## src/rtl/e203_ifu_irbuf_pkg.sv

```systemverilog
// Shared definitions for the IFU-to-EXU instruction buffer.
//   - Datapath widths (PC, instruction, register index).
//   - Packed entry bundle carried through the buffer and its width constant.
// Optional feature macro used by the top level: E203_IRBUF_BYPASS_EN.
package e203_ifu_irbuf_pkg;

    localparam int unsigned E203_PC_SIZE     = 32;
    localparam int unsigned E203_INSTR_SIZE  = 32;
    localparam int unsigned E203_RFIDX_WIDTH = 5;

    localparam int unsigned PC_W    = E203_PC_SIZE;
    localparam int unsigned IR_W    = E203_INSTR_SIZE;
    localparam int unsigned RFIDX_W = E203_RFIDX_WIDTH;

    // Five single-bit status flags travel with each instruction.
    localparam int unsigned E203_IRBUF_ENTRY_W = IR_W + PC_W + 2 * RFIDX_W + 5;

    typedef struct packed {
        logic [IR_W-1:0]    ir;
        logic [PC_W-1:0]    pc;
        logic               pc_vld;
        logic               misalgn;
        logic               buserr;
        logic               prdt_taken;
        logic               muldiv_b2b;
        logic [RFIDX_W-1:0] rs1idx;
        logic [RFIDX_W-1:0] rs2idx;
    } irbuf_entry_t;

endpackage

```

## src/rtl/e203_ifu_irbuf_if.sv

```systemverilog
// Valid/ready instruction bundle link used on both sides of the buffer.
//   master: drives valid + payload, receives ready.
//   slave : receives valid + payload, drives ready.
// Payload: ir, pc, pc_vld, misalgn, buserr, prdt_taken, muldiv_b2b, rs1idx, rs2idx.
interface e203_ifu_irbuf_if;
    import e203_ifu_irbuf_pkg::*;

    logic               valid;
    logic               ready;
    logic [IR_W-1:0]    ir;
    logic [PC_W-1:0]    pc;
    logic               pc_vld;
    logic               misalgn;
    logic               buserr;
    logic               prdt_taken;
    logic               muldiv_b2b;
    logic [RFIDX_W-1:0] rs1idx;
    logic [RFIDX_W-1:0] rs2idx;

    modport master (
        output valid, ir, pc, pc_vld, misalgn, buserr, prdt_taken, muldiv_b2b, rs1idx, rs2idx,
        input  ready
    );

    modport slave (
        input  valid, ir, pc, pc_vld, misalgn, buserr, prdt_taken, muldiv_b2b, rs1idx, rs2idx,
        output ready
    );

endinterface

```

## src/rtl/e203_irbuf_fifo_ctrl.sv

```systemverilog
// Generic circular-buffer pointer/counter controller.
// Ports:
//   clk, rst   : clock, synchronous active-high reset
//   flush      : empties the buffer, overrides push/pop
//   push, pop  : qualified write / read strobes
//   wp, rp     : write / read pointers (natural wrap, DEPTH is a power of two)
//   cnt        : occupied entries
//   full, empty: occupancy flags
module e203_irbuf_fifo_ctrl #(
    parameter  int unsigned DEPTH = 2,
    localparam int unsigned PtrW  = $clog2(DEPTH),
    localparam int unsigned CntW  = PtrW + 1
) (
    input  logic            clk,
    input  logic            rst,
    input  logic            flush,
    input  logic            push,
    input  logic            pop,
    output logic [PtrW-1:0] wp,
    output logic [PtrW-1:0] rp,
    output logic [CntW-1:0] cnt,
    output logic            full,
    output logic            empty
);

    logic [PtrW-1:0] wp_q, wp_d;
    logic [PtrW-1:0] rp_q, rp_d;
    logic [CntW-1:0] cnt_q, cnt_d;

    always_comb begin
        wp_d  = wp_q;
        rp_d  = rp_q;
        cnt_d = cnt_q;
        if (flush) begin
            wp_d  = '0;
            rp_d  = '0;
            cnt_d = '0;
        end else begin
            if (push) wp_d = PtrW'(wp_q + 1'b1);
            if (pop)  rp_d = PtrW'(rp_q + 1'b1);
            unique case ({push, pop})
                2'b10:   cnt_d = CntW'(cnt_q + 1'b1);
                2'b01:   cnt_d = CntW'(cnt_q - 1'b1);
                default: cnt_d = cnt_q;
            endcase
        end
    end

    // rst dominates flush.
    always_ff @(posedge clk) begin
        if (rst) begin
            wp_q  <= '0;
            rp_q  <= '0;
            cnt_q <= '0;
        end else begin
            wp_q  <= wp_d;
            rp_q  <= rp_d;
            cnt_q <= cnt_d;
        end
    end

    assign wp    = wp_q;
    assign rp    = rp_q;
    assign cnt   = cnt_q;
    assign full  = (cnt_q == CntW'(DEPTH));
    assign empty = (cnt_q == '0);

    always_ff @(posedge clk) begin
        if (!rst) begin
            assert (!(push && full))        else $error("irbuf push while full");
            assert (!(pop && empty))        else $error("irbuf pop while empty");
            assert (cnt_q <= CntW'(DEPTH))  else $error("irbuf count overflow");
        end
    end

endmodule

```

## src/rtl/e203_ifu_irbuf.sv

```systemverilog
// Instruction buffer between IFU fetch and EXU decode/dispatch.
// Holds up to DEPTH IFU bundles in FIFO order and presents the oldest to the EXU.
// Ports:
//   clk, rst : clock, synchronous active-high reset
//   flush    : accepted pipeline flush, discards all entries (and a concurrent push)
//   ifu      : slave side of the IFU bundle link (i_* signals)
//   exu      : master side towards the EXU (o_* signals)
//   count    : occupied entries
// Optional: E203_IRBUF_BYPASS_EN makes an empty buffer forward the IFU bundle
// combinationally; otherwise the outputs come purely from stored entries.
module e203_ifu_irbuf
    import e203_ifu_irbuf_pkg::*;
#(
    parameter  int unsigned DEPTH = 2,
    localparam int unsigned PtrW  = $clog2(DEPTH),
    localparam int unsigned CntW  = PtrW + 1
) (
    input  logic                   clk,
    input  logic                   rst,
    input  logic                   flush,
    e203_ifu_irbuf_if.slave        ifu,
    e203_ifu_irbuf_if.master       exu,
    output logic [CntW-1:0]        count
);

    irbuf_entry_t    mem_q [DEPTH];
    irbuf_entry_t    in_entry;
    irbuf_entry_t    head_entry;
    logic [PtrW-1:0] wp, rp;
    logic [CntW-1:0] cnt;
    logic            full, empty;
    logic            push_acc, wr_en, pop;

    always_comb begin
        in_entry            = '0;
        in_entry.ir         = ifu.ir;
        in_entry.pc         = ifu.pc;
        in_entry.pc_vld     = ifu.pc_vld;
        in_entry.misalgn    = ifu.misalgn;
        in_entry.buserr     = ifu.buserr;
        in_entry.prdt_taken = ifu.prdt_taken;
        in_entry.muldiv_b2b = ifu.muldiv_b2b;
        in_entry.rs1idx     = ifu.rs1idx;
        in_entry.rs2idx     = ifu.rs2idx;
    end

    // Never depends on exu.ready: a full buffer refuses even when popping.
    assign ifu.ready = ~full & ~flush;
    assign push_acc  = ifu.valid & ifu.ready;

`ifdef E203_IRBUF_BYPASS_EN
    logic byp_take;

    assign exu.valid  = (~empty | ifu.valid) & ~flush;
    // Bundle consumed straight through: no storage write.
    assign byp_take   = empty & push_acc & exu.ready;
    assign wr_en      = push_acc & ~byp_take;
    assign pop        = ~empty & exu.valid & exu.ready;
    assign head_entry = empty ? in_entry : mem_q[rp];
`else
    assign exu.valid  = ~empty;
    assign wr_en      = push_acc;
    assign pop        = exu.valid & exu.ready;
    assign head_entry = mem_q[rp];
`endif

    e203_irbuf_fifo_ctrl #(
        .DEPTH (DEPTH)
    ) u_fifo_ctrl (
        .clk   (clk),
        .rst   (rst),
        .flush (flush),
        .push  (wr_en),
        .pop   (pop),
        .wp    (wp),
        .rp    (rp),
        .cnt   (cnt),
        .full  (full),
        .empty (empty)
    );

    // Storage is intentionally not reset; cnt gates its visibility.
    always_ff @(posedge clk) begin
        if (wr_en) begin
            mem_q[wp] <= in_entry;
        end
    end

    always_comb begin
        exu.ir         = head_entry.ir;
        exu.pc         = head_entry.pc;
        exu.pc_vld     = head_entry.pc_vld;
        exu.misalgn    = head_entry.misalgn;
        exu.buserr     = head_entry.buserr;
        exu.prdt_taken = head_entry.prdt_taken;
        exu.muldiv_b2b = head_entry.muldiv_b2b;
        exu.rs1idx     = head_entry.rs1idx;
        exu.rs2idx     = head_entry.rs2idx;
    end

    assign count = cnt;

endmodule

```

## src/flat_wrapper.sv

```systemverilog
// flat-port wrapper written by rule: the top's interface ports become plain ports
module e203_ifu_irbuf_flat import e203_ifu_irbuf_pkg::*;
#(
    parameter  int unsigned DEPTH = 2,
    localparam int unsigned PtrW  = $clog2(DEPTH),
    localparam int unsigned CntW  = PtrW + 1
)
  (clk, rst, flush, count, ifu_valid, ifu_ir, ifu_pc, ifu_pc_vld, ifu_misalgn, ifu_buserr, ifu_prdt_taken, ifu_muldiv_b2b, ifu_rs1idx, ifu_rs2idx, ifu_ready, exu_valid, exu_ir, exu_pc, exu_pc_vld, exu_misalgn, exu_buserr, exu_prdt_taken, exu_muldiv_b2b, exu_rs1idx, exu_rs2idx, exu_ready);
  e203_ifu_irbuf_if ifu_i ();
  e203_ifu_irbuf_if exu_i ();
  input  logic clk;
  input  logic rst;
  input  logic flush;
  output logic [CntW-1:0] count;
  input wire logic [$bits(ifu_i.valid)-1:0] ifu_valid;
  input wire logic [$bits(ifu_i.ir)-1:0] ifu_ir;
  input wire logic [$bits(ifu_i.pc)-1:0] ifu_pc;
  input wire logic [$bits(ifu_i.pc_vld)-1:0] ifu_pc_vld;
  input wire logic [$bits(ifu_i.misalgn)-1:0] ifu_misalgn;
  input wire logic [$bits(ifu_i.buserr)-1:0] ifu_buserr;
  input wire logic [$bits(ifu_i.prdt_taken)-1:0] ifu_prdt_taken;
  input wire logic [$bits(ifu_i.muldiv_b2b)-1:0] ifu_muldiv_b2b;
  input wire logic [$bits(ifu_i.rs1idx)-1:0] ifu_rs1idx;
  input wire logic [$bits(ifu_i.rs2idx)-1:0] ifu_rs2idx;
  output wire logic [$bits(ifu_i.ready)-1:0] ifu_ready;
  output wire logic [$bits(exu_i.valid)-1:0] exu_valid;
  output wire logic [$bits(exu_i.ir)-1:0] exu_ir;
  output wire logic [$bits(exu_i.pc)-1:0] exu_pc;
  output wire logic [$bits(exu_i.pc_vld)-1:0] exu_pc_vld;
  output wire logic [$bits(exu_i.misalgn)-1:0] exu_misalgn;
  output wire logic [$bits(exu_i.buserr)-1:0] exu_buserr;
  output wire logic [$bits(exu_i.prdt_taken)-1:0] exu_prdt_taken;
  output wire logic [$bits(exu_i.muldiv_b2b)-1:0] exu_muldiv_b2b;
  output wire logic [$bits(exu_i.rs1idx)-1:0] exu_rs1idx;
  output wire logic [$bits(exu_i.rs2idx)-1:0] exu_rs2idx;
  input wire logic [$bits(exu_i.ready)-1:0] exu_ready;
  assign ifu_i.valid = ifu_valid;
  assign ifu_i.ir = ifu_ir;
  assign ifu_i.pc = ifu_pc;
  assign ifu_i.pc_vld = ifu_pc_vld;
  assign ifu_i.misalgn = ifu_misalgn;
  assign ifu_i.buserr = ifu_buserr;
  assign ifu_i.prdt_taken = ifu_prdt_taken;
  assign ifu_i.muldiv_b2b = ifu_muldiv_b2b;
  assign ifu_i.rs1idx = ifu_rs1idx;
  assign ifu_i.rs2idx = ifu_rs2idx;
  assign ifu_ready = ifu_i.ready;
  assign exu_valid = exu_i.valid;
  assign exu_ir = exu_i.ir;
  assign exu_pc = exu_i.pc;
  assign exu_pc_vld = exu_i.pc_vld;
  assign exu_misalgn = exu_i.misalgn;
  assign exu_buserr = exu_i.buserr;
  assign exu_prdt_taken = exu_i.prdt_taken;
  assign exu_muldiv_b2b = exu_i.muldiv_b2b;
  assign exu_rs1idx = exu_i.rs1idx;
  assign exu_rs2idx = exu_i.rs2idx;
  assign exu_i.ready = exu_ready;
  e203_ifu_irbuf #(.DEPTH(DEPTH)) u_core (.clk(clk), .rst(rst), .flush(flush), .ifu(ifu_i), .exu(exu_i), .count(count));
endmodule
```

## config.mk

```make
export PLATFORM = sky130hd
export DESIGN_NAME = e203_ifu_irbuf_flat
export DESIGN_NICKNAME = d
export VERILOG_FILES = /design/src/rtl/e203_ifu_irbuf_pkg.sv /design/src/rtl/e203_ifu_irbuf_if.sv /design/src/rtl/e203_irbuf_fifo_ctrl.sv /design/src/rtl/e203_ifu_irbuf.sv /design/src/flat_wrapper.sv
export SDC_FILE = /design/constraint.sdc
export NUM_CORES = 1
export LEC_CHECK = 0
export BUFFER_PORTS_ARGS = -buffer_cell sky130_fd_sc_hd__buf_2
export CAP_MARGIN = 15
export CORE_AREA = 2 2 132 121
export CTS_BUF_LIST = sky130_fd_sc_hd__clkbuf_2 sky130_fd_sc_hd__clkbuf_4 sky130_fd_sc_hd__clkbuf_8
export CTS_CLUSTER_SIZE = 10
export DETAILED_ROUTE_END_ITERATION = 16
export DIE_AREA = 0 0 134 123
export PLACE_DENSITY = 0.64
export SYNTH_ARGS = -nofsm -noshare
export SYNTH_HDL_FRONTEND = slang
export SYNTH_HIERARCHICAL = 1
export SYNTH_SLANG_ARGS = --single-unit
```

## constraint.sdc

```tcl
create_clock -name clk -period 15.6 [get_ports clk]
set_input_delay 3.12 -clock clk [delete_from_list [all_inputs] [get_ports clk]]
set_output_delay 3.12 -clock clk [all_outputs]
set_load 0.01 [all_outputs]
```

==> report_table.html, run 1 <==
<table>
<tr><th>Metric</th><th>Value</th></tr>
<tr><th colspan="2">STA</th></tr>
<tr><td>Setup TNS</td><td>0 ns</td></tr>
<tr><td>Final-report hold violation count</td><td>0</td></tr>
<tr><td>Final critical-path setup slack</td><td>8.97 ns</td></tr>
<tr><td>Normalized max-slew margin</td><td>0.576</td></tr>
<tr><td>Actual slew at the worst max-slew pin</td><td>0.635 ns</td></tr>
<tr><td>RSZ-0062 raised after global routing</td><td>false</td></tr>
<tr><td>Worst hold margin</td><td>0.569 ns</td></tr>
<tr><td>Count of final setup violators</td><td>0</td></tr>
<tr><td>Maximum frequency from static timing analysis</td><td>151 MHz</td></tr>
<tr><td>Final period util</td><td>0.425</td></tr>
<tr><td>Worst clock skew</td><td>0.0118 ns</td></tr>
<tr><td>Minimum clock period after layout</td><td>about 6.6 ns</td></tr>
<tr><td>Final slew viol count</td><td>0</td></tr>
<tr><th colspan="2">Min path</th></tr>
<tr><td>Min-Delay Endpoint</td><td>u_core/u_fifo_ctrl/cnt[1]$_SDFFE_PP0P_</td></tr>
<tr><td>Hold depth</td><td>2</td></tr>
<tr><td>Hold Crit Start</td><td>u_core/u_fifo_ctrl/cnt[1]$_SDFFE_PP0P_</td></tr>
<tr><td>Class of the worst hold path</td><td>flip-flop to flip-flop</td></tr>
<tr><th colspan="2">Placed design</th></tr>
<tr><td>Number of placed cells counting well taps</td><td>633</td></tr>
<tr><td>GP Congestion</td><td>0.708</td></tr>
<tr><td>Area after DPL</td><td>7030 sq um</td></tr>
<tr><td>Total half-perimeter wirelength after legalization and detailed placement</td><td>around 6900 um</td></tr>
<tr><td>Setup slack at placement</td><td>8.98 ns</td></tr>
<tr><td>Count of buffers from port buffering</td><td>166</td></tr>
<tr><th colspan="2">Global routing</th></tr>
<tr><td>Vias in the first global route</td><td>about 3,200</td></tr>
<tr><td>Global-route wire length before repair</td><td>16,100 um</td></tr>
<tr><td>Number of antenna violations at the first check in global routing</td><td>0</td></tr>
<tr><td>Pin count of the biggest net entering global routing</td><td>81</td></tr>
<tr><td>Total routing usage reported by global routing</td><td>0.131</td></tr>
<tr><td>GR Overflow Total</td><td>0</td></tr>
<tr><th colspan="2">Floorplanning</th></tr>
<tr><td>Die Outline Area</td><td>16,500 sq um</td></tr>
<tr><td>Die Y-Extent</td><td>123 um</td></tr>
<tr><td>Core region area</td><td>15,100 sq um</td></tr>
<tr><td>Chip Width</td><td>134 um</td></tr>
<tr><td>Number of top-level pins</td><td>167</td></tr>
<tr><td>Site row count</td><td>43</td></tr>
<tr><td>Starting Density</td><td>0.394</td></tr>
<tr><th colspan="2">Power and ir drop</th></tr>
<tr><td>Total power per unit cell area</td><td>114 nW/um^2</td></tr>
<tr><td>Leakage power of the design</td><td>between 2 and 3 nW</td></tr>
<tr><td>Worst IR Drop VDD</td><td>93.9 uV</td></tr>
<tr><td>Post-layout total power</td><td>846 uW</td></tr>
<tr><th colspan="2">Detailed routing</th></tr>
<tr><td>Final wirelength</td><td>approximately 11,000 um</td></tr>
<tr><td>Via count normalized by instance count</td><td>around 4.6</td></tr>
<tr><td>Detailed-route via count</td><td>3,073</td></tr>
<tr><td>DRC violation count after routing</td><td>0</td></tr>
<tr><td>Remaining number of nets flagged by the antenna check after routing</td><td>0</td></tr>
<tr><td>TritonRoute pass-1 iters</td><td>4</td></tr>
<tr><td>Wire length per cell after detailed routing</td><td>around 16 um</td></tr>
<tr><td>Number of DRC markers after the initial detailed-route iteration</td><td>132</td></tr>
<tr><th colspan="2">Layout</th></tr>
<tr><td>Non-Filler Instances</td><td>665</td></tr>
<tr><td>Most used cells in the layout excluding fill and tap cells</td><td>sky130_fd_sc_hd__buf_2 (166), sky130_fd_sc_hd__edfxtp_1 (158), sky130_fd_sc_hd__mux2_2 (69)</td></tr>
<tr><td>Leading cell type in the layout, fill and taps excluded</td><td>sky130_fd_sc_hd__buf_2</td></tr>
<tr><td>Layout Nets</td><td>536</td></tr>
<tr><td>Utilization of the core after routing</td><td>0.492</td></tr>
<tr><td>Final antenna diode count</td><td>0</td></tr>
<tr><td>Area growth from synthesis to layout</td><td>25.0%</td></tr>
<tr><td>Final design area excluding fillers</td><td>7440 sq um</td></tr>
<tr><td>Share of final-layout standard cells stronger than drive strength 1</td><td>0.609</td></tr>
<tr><th colspan="2">Clock network</th></tr>
<tr><td>Worst-case clock buffer depth</td><td>2</td></tr>
<tr><td>Hold-fix buffer count after cts</td><td>0</td></tr>
<tr><td>Number of CTS-inserted buffers</td><td>17</td></tr>
<tr><td>H-tree level count</td><td>4</td></tr>
<tr><td>CTS clk-pin slew, worst paths</td><td>about 0.07 ns</td></tr>
<tr><td>Buffers inserted by post-CTS timing repair</td><td>0</td></tr>
<tr><td>Clock tree from TritonCTS</td><td>built</td></tr>
<tr><td>Num Clock Sinks</td><td>162</td></tr>
<tr><td>Insertion delay to the later sink of the worst-skew pair</td><td>around 0.43 ns</td></tr>
<tr><td>Post_cts resized</td><td>0</td></tr>
<tr><td>CTS root buf</td><td>sky130_fd_sc_hd__clkbuf_8</td></tr>
<tr><th colspan="2">Setup path</th></tr>
<tr><td>Reg2reg setup slack</td><td>13.13 ns</td></tr>
<tr><td>Sort of element at the end of the critical path</td><td>primary output</td></tr>
<tr><td>Terminus of the critical flop-to-flop path</td><td>u_core/mem_q[1][35]$_DFFE_PP_</td></tr>
<tr><td>Length in cells of the worst reg-to-reg path</td><td>4</td></tr>
<tr><td>Crit-path max FO</td><td>8</td></tr>
<tr><td>Worst Setup Path Type</td><td>primary input to primary output</td></tr>
<tr><td>Startpoint types</td><td>primary input</td></tr>
<tr><td>Arrival time of the worst setup path</td><td>3.51 ns</td></tr>
<tr><td>Beginning of the worst register-to-register path</td><td>u_core/u_fifo_ctrl/cnt[0]$_SDFFE_PP0P_</td></tr>
<tr><td>Req. time, crit path</td><td>approximately 12 ns</td></tr>
<tr><th colspan="2">Logic synthesis</th></tr>
<tr><td>Share of synthesized area occupied by flip-flops and latches</td><td>0.810</td></tr>
<tr><td>Synth Register Bits</td><td>162</td></tr>
<tr><td>Synthesized Nets</td><td>355</td></tr>
<tr><td>Warnings, synthesis</td><td>6</td></tr>
<tr><td>Number of library cell types mapped by synthesis</td><td>20</td></tr>
<tr><td>Post-Syn Area</td><td>5950 sq um</td></tr>
<tr><td>Mean cell area of the mapped netlist</td><td>about 22 sq um</td></tr>
<tr><td>Cell count after synthesis</td><td>270</td></tr>
<tr><th colspan="2">Run status</th></tr>
<tr><td>Status</td><td>completed</td></tr>
<tr><th colspan="2">Run</th></tr>
<tr><td>Max Cap Violations</td><td>0</td></tr>
</table>
cells in the mapped netlist (all sizes together):
master,number,share of area
nor4bb,1,0.0017
ha,1,0.0021
or3,1,0.0011
nor3,3,0.0025
o21ai,1,0.00084
nor4b,1,0.0015
inv,2,0.0013
nor2,2,0.0013
buf,9,0.011
nor2b,1,0.0011
dfxtp,4,0.013
xnor2,3,0.0044
mux2,79,0.16
nor3b,1,0.0013
xor2,1,0.0015
a211oi,1,0.0013
edfxtp,158,0.80
and2b,1,0.0015
sequential cells by signal (all words and copies together) (netlist names):
register and cells:
u_core/mem_q 158, u_core/u_fifo_ctrl/cnt 2, u_core/u_fifo_ctrl/rp 1, u_core/u_fifo_ctrl/wp 1
metal layers:
layer | track usage | share of wire
met5 | 0 | 0
met4 | 0.0459 | 0.012
met3 | 0.0615 | 0.082
met2 | 0.219 | 0.49
met1 | 0.150 | 0.41
worst max-delay path, stage by stage:
cell,delay (ns)
sky130_fd_sc_hd__buf_2,0.16
sky130_fd_sc_hd__nor2_1,0.10
sky130_fd_sc_hd__buf_2,0.13
worst max-delay path by stage:
stage | to | from
after global placement | ifu_ready | flush
final | ifu_ready | flush
after detailed placement | ifu_ready | flush
after floorplan | u_core/mem_q[0][0]$_DFFE_PP_ | flush
after global routing | ifu_ready | flush
after CTS | ifu_ready | flush
layout make-up:
type | count | area [sq um]
clock inverter | 11 | 139
multi-input combinational | 97 | 1080
sequential | 162 | 4830
clock buffer | 20 | 256
timing repair buffer | 171 | 881
inverter | 2 | 7.51
fill | 1273 | 7670
tap | 202 | 253
cells by family after synthesis:
family / count (synthesis) / share of synthesized area
XOR/XNOR: 4 / 0.00589
AND/OR/NAND/NOR: 11 / 0.0118
AO/OA/AOI/OAI: 2 / 0.00210
adder cells (fa/ha/maj): 1 / 0.00210
multiplexers: 79 / 0.156
buffers and inverters: 11 / 0.0120
flip-flops: 162 / 0.810
where the power goes:
group	switching, mW	internal, mW	total [mW]
Clock	0.139	0.161	0.300
Sequential	0.00343	0.491	0.494
Combinational	0.0262	0.0252	0.0514
Total	0.169	0.677	0.846
Note: power is estimated with default switching activity, not from simulation.
==> run 2: changes to the inputs <==
PLACE_DENSITY = 0.67   (was 0.64)
clock period = 5.8 ns   (was 15.6 ns; I/O delays follow)
==> run 2 against run 1 <==
Compared with the run above:
- count of clock-buffer cells in the layout fell by 1
- core utilization fell by 0.11 points
- via count fell by 1.3%
- sequential share of layout area rose by 0.14 points
==> report_table.html, run 2 (synthesized netlist as in run 1, its figures left out) <==
<table>
<tr><th>Metric</th><th>Value</th></tr>
<tr><th colspan="2">STA</th></tr>
<tr><td>Final-report hold violation count</td><td>0 (unchanged)</td></tr>
<tr><td>Setup TNS</td><td>0 ns (unchanged)</td></tr>
<tr><td>Worst clock skew</td><td>0.00646 ns (was 0.0118 ns)</td></tr>
<tr><td>Count of final setup violators</td><td>0 (unchanged)</td></tr>
<tr><td>Actual slew at the worst max-slew pin</td><td>1.13 ns (was 0.635 ns)</td></tr>
<tr><td>Maximum frequency from static timing analysis</td><td>roughly 300 MHz</td></tr>
<tr><td>Minimum clock period after layout</td><td>approximately 3.3 ns</td></tr>
<tr><td>Final period util</td><td>0.572</td></tr>
<tr><td>RSZ-0062 raised after global routing</td><td>false (unchanged)</td></tr>
<tr><td>Final critical-path setup slack</td><td>2.48 ns (was 8.97 ns)</td></tr>
<tr><td>Normalized max-slew margin</td><td>0.244 (was 0.576)</td></tr>
<tr><td>Worst hold margin</td><td>0.552 ns (was 0.569 ns)</td></tr>
<tr><td>Final slew viol count</td><td>0 (unchanged)</td></tr>
<tr><th colspan="2">Layout</th></tr>
<tr><td>Most used cells in the layout excluding fill and tap cells</td><td>sky130_fd_sc_hd__buf_2 (166), sky130_fd_sc_hd__edfxtp_1 (158), sky130_fd_sc_hd__mux2_2 (69) (unchanged)</td></tr>
<tr><td>Layout Nets</td><td>535 (was 536)</td></tr>
<tr><td>Top reg by flops</td><td>u_core/mem_q (unchanged)</td></tr>
<tr><td>Final antenna diode count</td><td>0 (unchanged)</td></tr>
<tr><td>Flip-flop count of the largest register, all copies and words added</td><td>158 (unchanged)</td></tr>
<tr><td>Leading cell type in the layout, fill and taps excluded</td><td>sky130_fd_sc_hd__buf_2 (unchanged)</td></tr>
<tr><td>Share of final-layout standard cells stronger than drive strength 1</td><td>0.606 (was 0.609)</td></tr>
<tr><td>Area growth from synthesis to layout</td><td>24.8% (was 25.0%)</td></tr>
<tr><td>Final design area excluding fillers</td><td>7430 sq um (was 7440 sq um)</td></tr>
<tr><th colspan="2">Global routing</th></tr>
<tr><td>Pin count of the biggest net entering global routing</td><td>81 (unchanged)</td></tr>
<tr><td>Vias in the first global route</td><td>3,198 (was 3,199)</td></tr>
<tr><td>Number of antenna violations at the first check in global routing</td><td>0 (unchanged)</td></tr>
<tr><td>GR Overflow Total</td><td>0 (unchanged)</td></tr>
<tr><td>Total routing usage reported by global routing</td><td>0.129 (was 0.131)</td></tr>
<tr><td>Global-route wire length before repair</td><td>15,800 um (was 16,100 um)</td></tr>
<tr><th colspan="2">Power and ir drop</th></tr>
<tr><td>Worst IR Drop VDD</td><td>173 uV (was 93.9 uV)</td></tr>
<tr><td>Leakage power of the design</td><td>2.73 nW (about the same)</td></tr>
<tr><td>Total power per unit cell area</td><td>308 nW/um^2 (was 114 nW/um^2)</td></tr>
<tr><th colspan="2">Min path</th></tr>
<tr><td>Class of the worst hold path</td><td>flip-flop to flip-flop (unchanged)</td></tr>
<tr><td>Hold depth</td><td>2 (unchanged)</td></tr>
<tr><th colspan="2">Floorplanning</th></tr>
<tr><td>Die Outline Area</td><td>16,500 sq um (unchanged)</td></tr>
<tr><td>Chip Width</td><td>134 um (unchanged)</td></tr>
<tr><td>Number of top-level pins</td><td>167 (unchanged)</td></tr>
<tr><td>Starting Density</td><td>0.394 (unchanged)</td></tr>
<tr><td>Die Y-Extent</td><td>123 um (unchanged)</td></tr>
<tr><td>Core region area</td><td>15,100 sq um (unchanged)</td></tr>
<tr><td>Site row count</td><td>43 (unchanged)</td></tr>
<tr><th colspan="2">Setup path</th></tr>
<tr><td>Worst Setup Path Type</td><td>flip-flop to primary output (was primary input to primary output)</td></tr>
<tr><td>Sort of element at the end of the critical path</td><td>primary output (unchanged)</td></tr>
<tr><td>Crit-path max FO</td><td>80 (was 8)</td></tr>
<tr><td>Startpoint types</td><td>flip-flop (was primary input)</td></tr>
<tr><td>Req. time, crit path</td><td>4.64 ns (was 12.48 ns)</td></tr>
<tr><td>Arrival time of the worst setup path</td><td>2.16 ns (was 3.51 ns)</td></tr>
<tr><td>Length in cells of the worst reg-to-reg path</td><td>6 (was 4)</td></tr>
<tr><th colspan="2">Run status</th></tr>
<tr><td>Status</td><td>completed (unchanged)</td></tr>
<tr><th colspan="2">Detailed routing</th></tr>
<tr><td>Via count normalized by instance count</td><td>4.59 (was 4.62)</td></tr>
<tr><td>Number of DRC markers after the initial detailed-route iteration</td><td>141 (was 132)</td></tr>
<tr><td>Wire length per cell after detailed routing</td><td>15.8 um (was 16.0 um)</td></tr>
<tr><td>Remaining number of nets flagged by the antenna check after routing</td><td>0 (unchanged)</td></tr>
<tr><td>DRC violation count after routing</td><td>0 (unchanged)</td></tr>
<tr><td>TritonRoute pass-1 iters</td><td>4 (unchanged)</td></tr>
<tr><td>Final wirelength</td><td>10,500 um (was 10,700 um)</td></tr>
<tr><td>Detailed-route via count</td><td>3,034 (was 3,073)</td></tr>
<tr><th colspan="2">Clock network</th></tr>
<tr><td>Hold-fix buffer count after cts</td><td>0 (unchanged)</td></tr>
<tr><td>H-tree level count</td><td>4 (unchanged)</td></tr>
<tr><td>Clock tree from TritonCTS</td><td>built (unchanged)</td></tr>
<tr><td>Post_cts resized</td><td>0 (unchanged)</td></tr>
<tr><td>CTS clk-pin slew, worst paths</td><td>0.07 ns (about the same)</td></tr>
<tr><td>Worst-case clock buffer depth</td><td>2 (unchanged)</td></tr>
<tr><td>Num Clock Sinks</td><td>162 (unchanged)</td></tr>
<tr><td>Buffers inserted by post-CTS timing repair</td><td>0 (unchanged)</td></tr>
<tr><td>Insertion delay to the later sink of the worst-skew pair</td><td>0.43 ns (about the same)</td></tr>
<tr><td>Number of CTS-inserted buffers</td><td>17 (unchanged)</td></tr>
<tr><td>CTS root buf</td><td>sky130_fd_sc_hd__clkbuf_8 (unchanged)</td></tr>
<tr><th colspan="2">Placed design</th></tr>
<tr><td>Total half-perimeter wirelength after legalization and detailed placement</td><td>6880 um (was 6890 um)</td></tr>
<tr><td>Setup slack at placement</td><td>2.88 ns (was 8.98 ns)</td></tr>
<tr><td>Area after DPL</td><td>7040 sq um (was 7030 sq um)</td></tr>
<tr><td>Count of buffers from port buffering</td><td>166 (unchanged)</td></tr>
<tr><td>GP Congestion</td><td>0.692 (was 0.708)</td></tr>
<tr><th colspan="2">Run</th></tr>
<tr><td>Max Cap Violations</td><td>0 (unchanged)</td></tr>
</table>
[run 2: cell types whose count changed in the layout (fill, tap and decap cells not counted), sizes merged]
| cell | previous run | this run |
|---|---|---|
| clkinvlp | 2 | 0 |
| buf | 171 | 170 |
| bufinv | 3 | 4 |
| clkbuf | 20 | 19 |
| clkinv | 6 | 5 |
[run 2: final timing paths]
check	start	to	slack [ns]
worst max-delay path	u_core/u_fifo_ctrl/rp$_SDFFE_PP0P_	exu_ir[31]	2.48
worst max register to register	u_core/u_fifo_ctrl/cnt[0]$_SDFFE_PP0P_	u_core/u_fifo_ctrl/cnt[1]$_SDFFE_PP0P_	3.61
worst min-delay path	u_core/u_fifo_ctrl/cnt[1]$_SDFFE_PP0P_	u_core/u_fifo_ctrl/cnt[1]$_SDFFE_PP0P_	0.55
worst min register to register	u_core/u_fifo_ctrl/cnt[1]$_SDFFE_PP0P_	u_core/u_fifo_ctrl/cnt[1]$_SDFFE_PP0P_	0.55
[run 2: area by class of cell]
cell class / count / area [sq um]
multi-input cells: 97 / 1090
clock inverters: 9 / 141
well taps: 202 / 253
repair buffers: 170 / 861
clock buffers: 19 / 249
inverters: 2 / 7.51
fillers: 1290 / 7690
flip-flops and latches: 162 / 4830
[run 2: metal layers]
layer,vias to the layer above,wire length [um],global-route usage
li1,1422,-,-
met1,1499,4330,0.147
met2,103,5320,0.220
met3,10,698,0.0488
met4,0,116,0.0559
met5,-,0,0
[run 2: metrics by stage]
stage          instances   util  total power [mW]
3_3_place_gp         633  0.465              1.49
6_report             661  0.491              2.29
4_1_cts              661  0.491              2.33
2_1_floorplan        270      -              1.42
5_1_grt              661  0.491              2.39
3_5_place_dp         633  0.465              1.50
[run 2: critical path, stage by stage (launching register included)]
cell and delay [ns]:
sky130_fd_sc_hd__dfxtp_4 1.10, sky130_fd_sc_hd__mux2_2 0.44, sky130_fd_sc_hd__buf_2 0.14
[run 2: power breakdown]
| part | internal, mW | leakage [nW] | switching, mW | total [mW] |
|---|---|---|---|---|
| combinational | 0.0681 | 1.05 | 0.0686 | 0.137 |
| clock | 0.463 | 0.200 | 0.359 | 0.822 |
| sequential | 1.32 | 1.48 | 0.0110 | 1.33 |
==> run 3: changes to the inputs <==
PLACE_DENSITY = 0.64   (was 0.67)
clock period = 3.4 ns   (was 5.8 ns; I/O delays follow)
==> run 3 against run 2 <==
Compared with the run above:
- via count grew 2.0%
- combinational power rose by 75%
- worst setup slack got worse by 1.6 ns
- clock power grew 70%
- largest cell class unchanged
- worst hold slack worse by 0.13 ns
==> report_table.html, run 3 (synthesized netlist as in run 1, its figures left out) <==
<table>
<tr><th>Metric</th><th>Value</th></tr>
<tr><th colspan="2">Setup path</th></tr>
<tr><td>Cell type of the slowest stage on the worst timing path</td><td>sky130_fd_sc_hd__dfxtp_4 (unchanged)</td></tr>
<tr><td>Length in cells of the worst reg-to-reg path</td><td>6 (unchanged)</td></tr>
<tr><td>Timing startpoint of the critical path</td><td>u_core/u_fifo_ctrl/rp$_SDFFE_PP0P_ (unchanged)</td></tr>
<tr><td>Crit path cell chain</td><td>buf_4, mux2_2, buf_2 (was mux2_2, buf_2)</td></tr>
<tr><td>Arrival time of the worst setup path</td><td>1.85 ns (was 2.16 ns)</td></tr>
<tr><td>Worst Setup Path Type</td><td>flip-flop to primary output (unchanged)</td></tr>
<tr><td>Reg2reg setup slack</td><td>1.33 ns (was 3.61 ns)</td></tr>
<tr><td>Crit path largest cell delay</td><td>0.52 ns (was 1.10 ns)</td></tr>
<tr><td>Number of buffer and inverter stages on the critical path</td><td>2 (was 1)</td></tr>
<tr><td>Beginning of the worst register-to-register path</td><td>u_core/u_fifo_ctrl/cnt[0]$_SDFFE_PP0P_ (unchanged)</td></tr>
<tr><td>Crit-path max FO</td><td>22 (was 80)</td></tr>
<tr><td>Sort of element at the end of the critical path</td><td>primary output (unchanged)</td></tr>
<tr><td>Worst Setup EP</td><td>exu_pc[24] (was exu_ir[31])</td></tr>
<tr><td>Cell class contributing the biggest share of worst-path delay</td><td>flip-flops (unchanged)</td></tr>
<tr><td>Req. time, crit path</td><td>2.72 ns (was 4.64 ns)</td></tr>
<tr><td>Startpoint types</td><td>flip-flop (unchanged)</td></tr>
<tr><td>Total stage count of the critical path</td><td>3 (was 2)</td></tr>
<tr><td>Terminus of the critical flop-to-flop path</td><td>u_core/u_fifo_ctrl/cnt[1]$_SDFFE_PP0P_ (unchanged)</td></tr>
<tr><th colspan="2">Layout</th></tr>
<tr><td>Layout Nets</td><td>537 (was 535)</td></tr>
<tr><td>Area growth from synthesis to layout</td><td>25.4% (was 24.8%)</td></tr>
<tr><td>Most used cells in the layout excluding fill and tap cells</td><td>sky130_fd_sc_hd__buf_2 (166), sky130_fd_sc_hd__edfxtp_1 (158), sky130_fd_sc_hd__mux2_2 (69) (unchanged)</td></tr>
<tr><td>Flip-flop count of the largest register, all copies and words added</td><td>158 (unchanged)</td></tr>
<tr><td>Share of final-layout standard cells stronger than drive strength 1</td><td>0.615 (was 0.606)</td></tr>
<tr><td>Final design area excluding fillers</td><td>7470 sq um (was 7430 sq um)</td></tr>
<tr><td>Leading cell type in the layout, fill and taps excluded</td><td>sky130_fd_sc_hd__buf_2 (unchanged)</td></tr>
<tr><td>Number of filler instances in the final layout</td><td>1,297 (was 1,290)</td></tr>
<tr><td>Non-Filler Instances</td><td>667 (was 661)</td></tr>
<tr><td>Final antenna diode count</td><td>0 (unchanged)</td></tr>
<tr><td>Top reg by flops</td><td>u_core/mem_q (unchanged)</td></tr>
<tr><th colspan="2">Floorplanning</th></tr>
<tr><td>Number of top-level pins</td><td>167 (unchanged)</td></tr>
<tr><td>Site row count</td><td>43 (unchanged)</td></tr>
<tr><td>Core region area</td><td>15,100 sq um (unchanged)</td></tr>
<tr><td>Die Y-Extent</td><td>123 um (unchanged)</td></tr>
<tr><td>Chip Width</td><td>134 um (unchanged)</td></tr>
<tr><td>Die Outline Area</td><td>16,500 sq um (unchanged)</td></tr>
<tr><td>Starting Density</td><td>0.394 (unchanged)</td></tr>
<tr><th colspan="2">Clock network</th></tr>
<tr><td>CTS root buf</td><td>sky130_fd_sc_hd__clkbuf_8 (unchanged)</td></tr>
<tr><td>Num Clock Sinks</td><td>162 (unchanged)</td></tr>
<tr><td>Post_cts resized</td><td>0 (unchanged)</td></tr>
<tr><td>Buffers inserted by post-CTS timing repair</td><td>0 (unchanged)</td></tr>
<tr><td>Worst-case clock buffer depth</td><td>2 (unchanged)</td></tr>
<tr><td>H-tree level count</td><td>4 (unchanged)</td></tr>
<tr><td>CTS clk-pin slew, worst paths</td><td>0.08 ns (was 0.07 ns)</td></tr>
<tr><td>Number of CTS-inserted buffers</td><td>17 (unchanged)</td></tr>
<tr><td>Hold-fix buffer count after cts</td><td>0 (unchanged)</td></tr>
<tr><td>Clock tree from TritonCTS</td><td>built (unchanged)</td></tr>
<tr><td>Insertion delay to the later sink of the worst-skew pair</td><td>0.44 ns (was 0.43 ns)</td></tr>
<tr><th colspan="2">STA</th></tr>
<tr><td>Count of final setup violators</td><td>0 (unchanged)</td></tr>
<tr><td>Worst clock skew</td><td>0.0103 ns (was 0.00646 ns)</td></tr>
<tr><td>Final period util</td><td>0.743</td></tr>
<tr><td>Maximum frequency from static timing analysis</td><td>396 MHz</td></tr>
<tr><td>Actual slew at the worst max-slew pin</td><td>0.587 ns (was 1.13 ns)</td></tr>
<tr><td>RSZ-0062 raised after global routing</td><td>false (unchanged)</td></tr>
<tr><td>Final-report hold violation count</td><td>0 (unchanged)</td></tr>
<tr><td>Minimum clock period after layout</td><td>around 2.5 ns</td></tr>
<tr><td>Normalized max-slew margin</td><td>0.609 (was 0.244)</td></tr>
<tr><td>Setup TNS</td><td>0 ns (unchanged)</td></tr>
<tr><td>Final slew viol count</td><td>0 (unchanged)</td></tr>
<tr><th colspan="2">Placed design</th></tr>
<tr><td>Count of buffers from port buffering</td><td>166 (unchanged)</td></tr>
<tr><td>Total half-perimeter wirelength after legalization and detailed placement</td><td>7150 um (was 6880 um)</td></tr>
<tr><td>Area after DPL</td><td>7070 sq um (was 7040 sq um)</td></tr>
<tr><td>Number of placed cells counting well taps</td><td>635 (was 633)</td></tr>
<tr><td>GP Congestion</td><td>0.697 (was 0.692)</td></tr>
<tr><th colspan="2">Detailed routing</th></tr>
<tr><td>DRC violation count after routing</td><td>0 (unchanged)</td></tr>
<tr><td>Via count normalized by instance count</td><td>4.64 (was 4.59)</td></tr>
<tr><td>Detailed-route via count</td><td>3,096 (was 3,034)</td></tr>
<tr><td>TritonRoute pass-1 iters</td><td>4 (unchanged)</td></tr>
<tr><td>Wire length per cell after detailed routing</td><td>16.2 um (was 15.8 um)</td></tr>
<tr><td>Remaining number of nets flagged by the antenna check after routing</td><td>0 (unchanged)</td></tr>
<tr><td>Number of DRC markers after the initial detailed-route iteration</td><td>142 (was 141)</td></tr>
<tr><td>Final wirelength</td><td>10,800 um (was 10,500 um)</td></tr>
<tr><th colspan="2">Power and ir drop</th></tr>
<tr><td>Worst IR Drop VDD</td><td>237 uV (was 173 uV)</td></tr>
<tr><td>Post-layout total power</td><td>3.90 mW (was 2.29 mW)</td></tr>
<tr><td>Total power per unit cell area</td><td>523 nW/um^2 (was 308 nW/um^2)</td></tr>
<tr><td>Leakage power of the design</td><td>2.75 nW (was 2.73 nW)</td></tr>
<tr><th colspan="2">Global routing</th></tr>
<tr><td>Number of antenna violations at the first check in global routing</td><td>0 (unchanged)</td></tr>
<tr><td>Total routing usage reported by global routing</td><td>0.134 (was 0.129)</td></tr>
<tr><td>Global-route wire length before repair</td><td>16,400 um (was 15,800 um)</td></tr>
<tr><td>Pin count of the biggest net entering global routing</td><td>43 (was 81)</td></tr>
<tr><td>Vias in the first global route</td><td>3,252 (was 3,198)</td></tr>
<tr><td>GR Overflow Total</td><td>0 (unchanged)</td></tr>
<tr><th colspan="2">Run status</th></tr>
<tr><td>Status</td><td>completed (unchanged)</td></tr>
<tr><th colspan="2">Run</th></tr>
<tr><td>Max Cap Violations</td><td>0 (unchanged)</td></tr>
<tr><th colspan="2">Min path</th></tr>
<tr><td>Class of the worst hold path</td><td>primary input to flip-flop (was flip-flop to flip-flop)</td></tr>
<tr><td>Hold Crit Start</td><td>ifu_pc_vld (was u_core/u_fifo_ctrl/cnt[1]$_SDFFE_PP0P_)</td></tr>
</table>
[run 3: power by group]
group | internal, mW | leakage [nW] | total, mW | switching [mW]
Clock | 0.720 | 0.205 | 1.40 | 0.678
Combinational | 0.117 | 1.06 | 0.240 | 0.123
Sequential | 2.25 | 1.48 | 2.27 | 0.0143
Total | 3.09 | 2.75 | 3.90 | 0.816
[run 3: metrics by stage]
step | setup slack (ns) | utilization | hold WS, ns
final | 0.874 | 0.494 | 0.425
after global routing | 0.767 | 0.494 | 0.393
after CTS | 0.819 | 0.494 | 0.388
after detailed placement | 1.13 | 0.468 | 0.518
after global placement | 1.20 | 0.468 | 0.506
after floorplan | -0.356 | - | 0.525
[run 3: how the worst min path moves through the flow]
| stage | endpoint | slack, ns | cells after the start |
|---|---|---|---|
| after global routing | u_core/mem_q[0][14]$_DFFE_PP_ | 0.39 | 1 |
| after CTS | u_core/mem_q[0][14]$_DFFE_PP_ | 0.39 | 1 |
| after global placement | u_core/u_fifo_ctrl/cnt[1]$_SDFFE_PP0P_ | 0.51 | 2 |
| final | u_core/mem_q[0][14]$_DFFE_PP_ | 0.42 | 1 |
| after detailed placement | u_core/u_fifo_ctrl/cnt[1]$_SDFFE_PP0P_ | 0.52 | 2 |
| after floorplan | u_core/u_fifo_ctrl/cnt[1]$_SDFFE_PP0P_ | 0.52 | 2 |
[run 3: final cells by class]
class	instances	area, sq um	share of cell area
flip-flops and latches	162	4830	0.647
inverters	2	7.51	0.00101
multi-input cells	97	1090	0.146
clock inverters	15	165	0.0221
repair buffers	172	888	0.119
well taps	202	253	0.0338
clock buffers	17	234	0.0313
[run 3: layer usage]
metal	GRT usage	vias to the layer above	part of all wire
met1	0.159	1531	0.43
met5	0	-	0
met3	0.0513	17	0.078
met4	0.0645	0	0.019
met2	0.217	114	0.48
li1	-	1434	-
